### src/rtl/tick_sequencer_if.sv
// Configuration handshake between control logic and the tick sequencer.
// The master issues commands and the sequencer (slave) reports readiness.
interface tick_sequencer_if #(
  parameter int CNT_W   = 32,
  parameter int BURST_W = 8
);
  logic               cfg_valid;
  logic               cfg_ready;
  logic [1:0]         cfg_mode;
  logic [CNT_W-1:0]   cfg_half;
  logic [BURST_W-1:0] cfg_count;

  modport master (
    output cfg_valid, cfg_mode, cfg_half, cfg_count,
    input  cfg_ready
  );

  modport slave (
    input  cfg_valid, cfg_mode, cfg_half, cfg_count,
    output cfg_ready
  );
endinterface

### src/rtl/tick_sequencer.sv
// Square-wave divider with idle / continuous / fixed-length burst sequencing,
// reconfigured through a valid/ready command port.
module tick_sequencer #(
  parameter int CNT_W        = 32,
  parameter int BURST_W      = 8,
  parameter int DEFAULT_HALF = 25000000
) (
  input  logic             clk,
  input  logic             rst,
  tick_sequencer_if.slave  cfg,
  output logic             fout,
  output logic             busy,
  output logic             done
);
  typedef enum logic [1:0] {IDLE, RUN, BURST} state_t;

  localparam logic [1:0] M_STOP  = 2'b00;
  localparam logic [1:0] M_RUN   = 2'b01;
  localparam logic [1:0] M_BURST = 2'b10;
  localparam logic [1:0] M_RSVD  = 2'b11;

  state_t             state, state_n;
  logic [CNT_W-1:0]   cnt, cnt_n, half, half_n;
  logic [BURST_W-1:0] rem, rem_n;
  logic               fout_n, done_n;
  logic               accept, wrap;

  assign cfg.cfg_ready = rst && (state != BURST);
  assign accept        = cfg.cfg_valid && cfg.cfg_ready;
  assign wrap          = (cnt == half - CNT_W'(1));
  assign busy          = (state == RUN) || (state == BURST);

  always_ff @(posedge clk) begin
    if (!rst) begin
      state <= IDLE;
      cnt   <= '0;
      half  <= CNT_W'(DEFAULT_HALF);
      rem   <= '0;
      fout  <= 1'b0;
      done  <= 1'b0;
    end else begin
      state <= state_n;
      cnt   <= cnt_n;
      half  <= half_n;
      rem   <= rem_n;
      fout  <= fout_n;
      done  <= done_n;
    end
  end

  always_comb begin
    state_n = state;
    cnt_n   = cnt;
    half_n  = half;
    rem_n   = rem;
    fout_n  = fout;
    done_n  = 1'b0;
    // A reserved-mode accept falls through so counting continues untouched.
    if (accept && (cfg.cfg_mode != M_RSVD)) begin
      half_n = (cfg.cfg_half == '0) ? CNT_W'(1) : cfg.cfg_half;
      cnt_n  = '0;
      fout_n = 1'b0;
      unique case (cfg.cfg_mode)
        M_RUN:   state_n = RUN;
        M_BURST: begin
          if (cfg.cfg_count != '0) begin
            state_n = BURST;
            rem_n   = cfg.cfg_count;
          end else begin
            state_n = IDLE;
            done_n  = 1'b1;
          end
        end
        M_STOP:  state_n = IDLE;
        default: state_n = IDLE;
      endcase
    end else if (state != IDLE) begin
      if (wrap) begin
        cnt_n  = '0;
        fout_n = ~fout;
        // A period ends on the falling toggle; the last one closes the burst.
        if ((state == BURST) && fout) begin
          rem_n = rem - BURST_W'(1);
          if (rem == BURST_W'(1)) begin
            state_n = IDLE;
            done_n  = 1'b1;
          end
        end
      end else begin
        cnt_n = cnt + CNT_W'(1);
      end
    end
  end
endmodule

### src/flat_wrapper.sv
// flat-port wrapper written by rule: the top's interface ports become plain ports
module tick_sequencer_flat 
#(
  parameter int CNT_W        = 32,
  parameter int BURST_W      = 8,
  parameter int DEFAULT_HALF = 25000000
)
  (clk, rst, fout, busy, done, cfg_cfg_valid, cfg_cfg_mode, cfg_cfg_half, cfg_cfg_count, cfg_cfg_ready);
  tick_sequencer_if #(.CNT_W(CNT_W), .BURST_W(BURST_W)) cfg_i ();
  input  logic clk;
  input  logic rst;
  output logic fout;
  output logic busy;
  output logic done;
  input wire logic [$bits(cfg_i.cfg_valid)-1:0] cfg_cfg_valid;
  input wire logic [$bits(cfg_i.cfg_mode)-1:0] cfg_cfg_mode;
  input wire logic [$bits(cfg_i.cfg_half)-1:0] cfg_cfg_half;
  input wire logic [$bits(cfg_i.cfg_count)-1:0] cfg_cfg_count;
  output wire logic [$bits(cfg_i.cfg_ready)-1:0] cfg_cfg_ready;
  assign cfg_i.cfg_valid = cfg_cfg_valid;
  assign cfg_i.cfg_mode = cfg_cfg_mode;
  assign cfg_i.cfg_half = cfg_cfg_half;
  assign cfg_i.cfg_count = cfg_cfg_count;
  assign cfg_cfg_ready = cfg_i.cfg_ready;
  tick_sequencer #(.CNT_W(CNT_W), .BURST_W(BURST_W), .DEFAULT_HALF(DEFAULT_HALF)) u_core (.clk(clk), .rst(rst), .cfg(cfg_i), .fout(fout), .busy(busy), .done(done));
endmodule
### config.mk
export PLATFORM = sky130hd
export DESIGN_NAME = tick_sequencer_flat
export DESIGN_NICKNAME = d
export VERILOG_FILES = /design/src/rtl/tick_sequencer_if.sv /design/src/rtl/tick_sequencer.sv /design/src/flat_wrapper.sv
export SDC_FILE = /design/constraint.sdc
export NUM_CORES = 1
export LEC_CHECK = 0
export CAP_MARGIN = 15
export CORE_UTILIZATION = 32
export DETAILED_ROUTE_END_ITERATION = 8
export GPL_ROUTABILITY_DRIVEN = 0
export PLACE_DENSITY = 0.6
export SLEW_MARGIN = 10
export SYNTH_ARGS = -nofsm -noshare
export SYNTH_HDL_FRONTEND = slang
export SYNTH_SLANG_ARGS = --single-unit
### constraint.sdc
create_clock -name clk -period 5.2 [get_ports clk]
set_clock_uncertainty 0.1 [all_clocks]
set_input_delay 1.04 -clock clk [delete_from_list [all_inputs] [get_ports clk]]
set_output_delay 1.04 -clock clk [all_outputs]
set_load 0.05 [all_outputs]
==> results by group, run 1 <==
Final layout
  • Area grow syn2layout: 20.0%
  • Final nets: 678
  • Commonest non-fill, non-tap cell in the layout: nand2_1
  • Most frequent cells in the layout: nand2_1, dfxtp_1, nand3_1
  • Fill count: 1520
  • Number of diodes: 0
  • Share of cells above drive strength 1: 11.0%

Logic synthesis
  • Top FF cell, synth: dfxtp_1
  • Area leader, netlist: dfxtp_1
  • Net Count, Synth: 641
  • Post-synthesis adder-cell area fraction: 2.36%
  • YS warnings: 0
  • Distinct cells, synth: 67
  • Syn Area/Cell: 8.12 um2
  • Post-Synth XOR/XNOR Area: 13.8%
  • Post-synth EDFFs: 0
  • Compound-cell area share of the yosys netlist: 10.7%
  • Async S/R FF share, synth: 0%
  • Synth Instances: 587
  • #FFs+latches synth: 76
  • Post-synthesis cell area: 4760 um2
  • Simple-Gate Fraction of Synth Area: 36.4%
  • Dominant cells by area after synthesis: dfxtp_1, xnor2_1, nand2_1
  • Sequential area share after synthesis: 31.9%
  • Multiplexer area fraction after synthesis: 0.840%
  • Top-area cell type share of the netlist area: 31.9%
  • Main combinational cell family by area after synthesis: simple AND/OR/NAND/NOR gates

Global routing
  • All-Layer GR Usage: 17.4%
  • First-pass GRT wire length: 20900 um
  • Vias in the first global route: 4192
  • Pin count of the biggest net entering global routing: 48
  • Grt ovf: 0
  • Initial antenna violation count: 0

Detailed routing
  • Drt first pass iters: 5
  • Vias/cell: 5.37
  • WL per Instance: 15.7 um
  • DR DRC count: 0
  • Post-route ant nets: 0
  • Routed via count: 4358
  • DR iter-0 viols: 322
  • Detailed Route WL: 12700 um

Floorplanning
  • Rows: 44
  • Core Region: 14500 um2
  • Total die area: 15400 um2
  • Die width: 124 um
  • Top-Level Pins: 49
  • Chip height: 124 um
  • Initial Utilization: 32.8%

Worst setup path
  • CP startpoint kind: register
  • Data required time of the critical path: 5.31 ns
  • Worst-path cell chain: or4_4 > nand4b_1 > nor4b_2 > xnor2_1 > a2111oi_2 > nand4b_2 > nand4bb_4 > o21ai_4 > buf_4 > nor2_2
  • Worst path slowest cell: or4_4
  • CP Class: register to register
  • CP Data Arrival Time: 4.10 ns
  • Setup crit end kind: register
  • Critical path's largest stage delay: 0.66 ns
  • CP max FO: 29

Placement
  • Dpl hpwl: 9710 um
  • Buffers on Ports: 48
  • Pre-CTS setup slack: 1.09 ns

STA
  • Fmax: 250 MHz
  • Unrepaired setup endpoints after global routing: false
  • Fin Setup TNS: 0 ns
  • Final min period: 3.99 ns
  • Normalized max-slew margin: 44.8%
  • Period utilization: 76.8%
  • Max Slew Vio Count: 0
  • # setup viols final: 0
  • Worst slew pin tran: 0.821 ns
  • Hold_ws: 0.390 ns
  • Final hold vios: 0
  • Final setup margin: 1.21 ns

Status
  • Status: completed

Clocking
  • Clk sinks: 76
  • Resize count post-CTS: 0
  • Hold buffers post-CTS: 0
  • CTS tree: yes
  • CTS HTree Levels: 3
  • Worst-Skew Late Latency: 0.34 ns
  • Clk root buf: clkbuf_16
  • CTS buffer count: 9
  • Worst-path clk slew: 0.06 ns
  • Clock buffer depth: 2
  • Post-CTS setup buffers: 0

Job
  • Max-cap check violation count: 0

Power
  • Maximum vdd ir drop: 0.000147 V
  • Pwr dens: 278 nW/um2
  • Leak: 2.09 nW

Min path
  • Worst hold path type: register to register
[sequential cells by signal, indices dropped and copies added (netlist names)]
name,cells
u_core.rem,8
u_core.done,1
u_core.cnt,32
u_core.half,32
u_core.state,2
u_core.fout,1
[where the power goes]
| part | internal (mW) | switching [mW] | total (mW) |
|---|---|---|---|
| clock | 0.477 | 0.241 | 0.718 |
| sequential | 0.604 | 0.0345 | 0.638 |
| combinational | 0.104 | 0.128 | 0.233 |
| total | 1.19 | 0.404 | 1.59 |
[final timing paths]
| path | depth (start not counted) | from | slack (ns) | endpoint |
|---|---|---|---|---|
| hold / removal | 2 | u_core.half[28] | 0.39 | u_core.half[28] |
| setup reg to reg | 10 | u_core.half[4] | 1.21 | u_core.cnt[25] |
| hold reg to reg | 2 | u_core.half[28] | 0.39 | u_core.half[28] |
| setup / recovery | 10 | u_core.half[4] | 1.21 | u_core.cnt[25] |
[per-stage QoR]
step / total power [mW] / area (um2) / std cells / util (%)
floorplan: 0.799 / 4760 / 587 / -
global placement: 0.875 / 5380 / 797 / 37.0
detailed placement: 0.881 / 5380 / 797 / 37.0
CTS: 1.60 / 5720 / 812 / 39.3
global route: 1.65 / 5720 / 812 / 39.3
finish: 1.59 / 5720 / 812 / 39.3
[Yosys cell counts, drive strengths merged (5+ instances only)]
master and number:
a21boi 5, a21oi 11, and3 9, buf 8, clkbuf 19, dfxtp 76
ha 9, inv 14, nand2 90, nand3 51, nand4 9, nand4b 6
nor2 68, nor3 18, nor3b 5, nor4 25, o21ai 6, o31ai 5
or3 5, or4 9, xnor2 40, xor2 35
[worst max-delay path, delay by kind of cell (launching register included)]
kind | cells | cell delay [ns]
AO/OA/AOI/OAI | 2 | 0.58
XOR/XNOR | 1 | 0.17
buffers and inverters | 1 | 0.43
flip-flops | 1 | 0.40
AND/OR/NAND/NOR | 6 | 2.16
[cell type report]
cell class	instances	area, um2	area share [%]
Timing Repair Buffer	53	515	9.02
Inverter	14	52.6	0.919
Clock inverter	5	100	1.75
Multi-Input combinational cell	470	3060	53.5
Sequential cell	76	1520	26.6
Tap cell	184	230	4.03
Clock buffer	10	239	4.18
[metal layers]
| layer | share of wire [%] | GRT usage [%] | up-vias |
|---|---|---|---|
| li1 | - | - | 2156 |
| met3 | 4.4 | 3.11 | 17 |
| met4 | 1.8 | 5.21 | 0 |
| met5 | 0 | 0 | - |
| met1 | 48 | 23.3 | 2059 |
| met2 | 46 | 28.4 | 126 |
[logic make-up after synthesis]
kind of cell             after synthesis
buffers and inverters                 41
multiplexers                           4
AND/OR/NAND/NOR                      321
adder cells (fa/ha/maj)                9
AO/OA/AOI/OAI                         61
flip-flops                            76
XOR/XNOR                              75
(Power assumes the default switching activity.)
==> run 2: changes to the inputs <==
Settings changed: PLACE_DENSITY 0.6 to 0.62.
Clock period 5.2 ns to 3.4 ns, I/O delays scaled along.
==> results by group, run 2 (same netlist as run 1, synthesis figures left out) <==
Worst setup path
  • Data required time of the critical path: 3.53 ns (-1.78 ns)
  • R2R cell count: 11 (+1)
  • R2r startpoint: u_core.half[11]
  • CP max FO: 8 (-72%)
  • FF-to-FF End: u_core.cnt[3]
  • R2R setup slack: 0.08 ns (-1.13 ns)
  • Setup crit end kind: register
  • CP startpoint kind: register
  • CP Data Arrival Time: 3.45 ns (-0.65 ns)
  • CP Class: register to register

STA
  • Period utilization: 97.6% (+21 points)
  • Final min period: 3.32 ns (-0.674 ns)
  • Fin Setup TNS: 0 ns (unchanged)
  • Final hold vios: 0 (unchanged)
  • Hold_ws: 0.368 ns (-0.0211 ns)
  • # setup viols final: 0 (unchanged)
  • Worst slew pin tran: 0.634 ns (-0.186 ns)
  • Max Slew Vio Count: 0 (unchanged)
  • Normalized max-slew margin: 57.3% (+13 points)
  • Fmax: 301 MHz (+20%)

Clocking
  • Clock buffer depth: 2 (unchanged)
  • CTS buffer count: 9 (unchanged)
  • Clk root buf: clkbuf_16
  • Worst-Skew Late Latency: 0.34 ns (about the same)
  • Clk sinks: 76 (unchanged)
  • Worst-path clk slew: 0.06 ns (about the same)
  • CTS HTree Levels: 3 (unchanged)
  • CTS tree: yes
  • Hold buffers post-CTS: 0 (unchanged)

Final layout
  • Fill count: 1439 (-5.3%)
  • Final Instance Area: 6260 um2 (+9.4%)
  • Most frequent cells in the layout: nand2_1, dfxtp_1, nand3_1
  • Commonest non-fill, non-tap cell in the layout: nand2_1
  • Share of cells above drive strength 1: 18.5% (+7.5 points)
  • Biggest regs: u_core.cnt x32, u_core.half x32, u_core.rem x8
  • Final nets: 721 (+6.3%)
  • Layout Utilization: 43.0% (+3.7 points)
  • Area grow syn2layout: 31.3%
  • Number of diodes: 0 (unchanged)

Detailed routing
  • Post-route ant nets: 0 (unchanged)
  • Drt first pass iters: 5 (unchanged)
  • Detailed Route WL: 13800 um (+8.3%)
  • Vias/cell: 5.37 (about the same)
  • DR iter-0 viols: 243 (-25%)
  • DR DRC count: 0 (unchanged)
  • Routed via count: 4597 (+5.5%)
  • WL per Instance: 16.1 um (+2.7%)

Global routing
  • Grt ovf: 0 (unchanged)
  • Pin count of the biggest net entering global routing: 48 (unchanged)
  • All-Layer GR Usage: 18.4% (+0.94 points)
  • Initial antenna violation count: 0 (unchanged)
  • Vias in the first global route: 4382 (+4.5%)
  • First-pass GRT wire length: 21800 um (+4.7%)

Floorplanning
  • Chip height: 124 um (unchanged)
  • Rows: 44 (unchanged)
  • Core Region: 14500 um2 (unchanged)
  • Top-Level Pins: 49 (unchanged)
  • Die width: 124 um (unchanged)
  • Initial Utilization: 32.8% (unchanged)
  • Total die area: 15400 um2 (unchanged)

Min path
  • Hold path start: u_core.half[31]
  • Hold Path End: u_core.half[31]
  • Worst hold path type: register to register
  • Worst Hold Depth: 2 (unchanged)

Job
  • Max-cap check violation count: 0 (unchanged)

Placement
  • Buffers on Ports: 48 (unchanged)
  • Dpl hpwl: 10100 um (+4.6%)
  • Placed cell areas: 5690 um2 (+5.8%)

Status
  • Status: completed

Power
  • Leak: 2.38 nW (+14%)
  • Pwr dens: 417 nW/um2 (+50%)
  • Maximum vdd ir drop: 0.000210 V (+43%)
==> run 2: changes by cell type in the layout (fill, tap and decap cells not counted), sizes merged <==
cell	change
buf	+41
clkbuf	+4
clkinv	-2
bufinv	+1
==> run 2: final cells by class <==
| cell class | instances | area [um2] | share of cell area [%] |
|---|---|---|---|
| multi-input combinational | 470 | 3160 | 50.5 |
| clock buffer | 12 | 246 | 3.94 |
| tap | 184 | 230 | 3.68 |
| clock inverter | 4 | 120 | 1.92 |
| inverter | 14 | 52.6 | 0.840 |
| timing repair buffer | 96 | 926 | 14.8 |
| sequential | 76 | 1520 | 24.3 |
==> run 2: timing repair <==
item	in CTS	in global routing
cloned	0	3
buffers inserted	0	2
endpoints found under the setup margin	7	43
pin swaps	0	9
resized for setup	1	18
==> run 2: how the worst max path moves through the flow <==
| stage | from | to | slack (ns) | depth (start not counted) |
|---|---|---|---|---|
| floorplan | u_core.half[4] | u_core.cnt[19] | 0.06 | 12 |
| global placement | u_core.half[9] | u_core.cnt[2] | 0.02 | 12 |
| detailed placement | u_core.half[9] | u_core.cnt[2] | 0.02 | 12 |
| CTS | u_core.half[9] | u_core.cnt[2] | 0.02 | 12 |
| global route | u_core.half[1] | u_core.rem[5] | -0.01 | 13 |
| finish | u_core.half[11] | u_core.cnt[3] | 0.08 | 11 |
==> run 2: per-stage QoR <==
| step | setup slack, ns | power [mW] | instances |
|---|---|---|---|
| after global routing | -0.00967 | 2.71 | 856 |
| after detailed placement | 0.0183 | 1.39 | 835 |
| after global placement | 0.0171 | 1.38 | 835 |
| after CTS | 0.0198 | 2.58 | 851 |
| after floorplan | 0.0626 | 1.22 | 587 |
| final | 0.0812 | 2.61 | 856 |
==> run 2: layer usage <==
layer	part of all wire (%)	GRT usage, %
met5	0	0
met2	49	30.9
met3	4.0	2.98
met4	2.5	8.26
met1	44	23.0
==> run 2: critical path, stage by stage, from the launching register on <==
cell and delay [ns]:
dfxtp_1 0.31, or4_4 0.58, nor4_4 0.34, xnor2_2 0.11
or4_4 0.55, a2111oi_4 0.22, nand4b_2 0.18, nand4bb_4 0.28
o21ai_4 0.19, buf_12 0.15, buf_6 0.16, nor2_2 0.05
==> run 2: power breakdown <==
group          switching, mW  internal, mW  total, mW
Sequential            0.0347         0.923      0.958
Combinational          0.244         0.214      0.457
Clock                  0.382         0.812       1.19
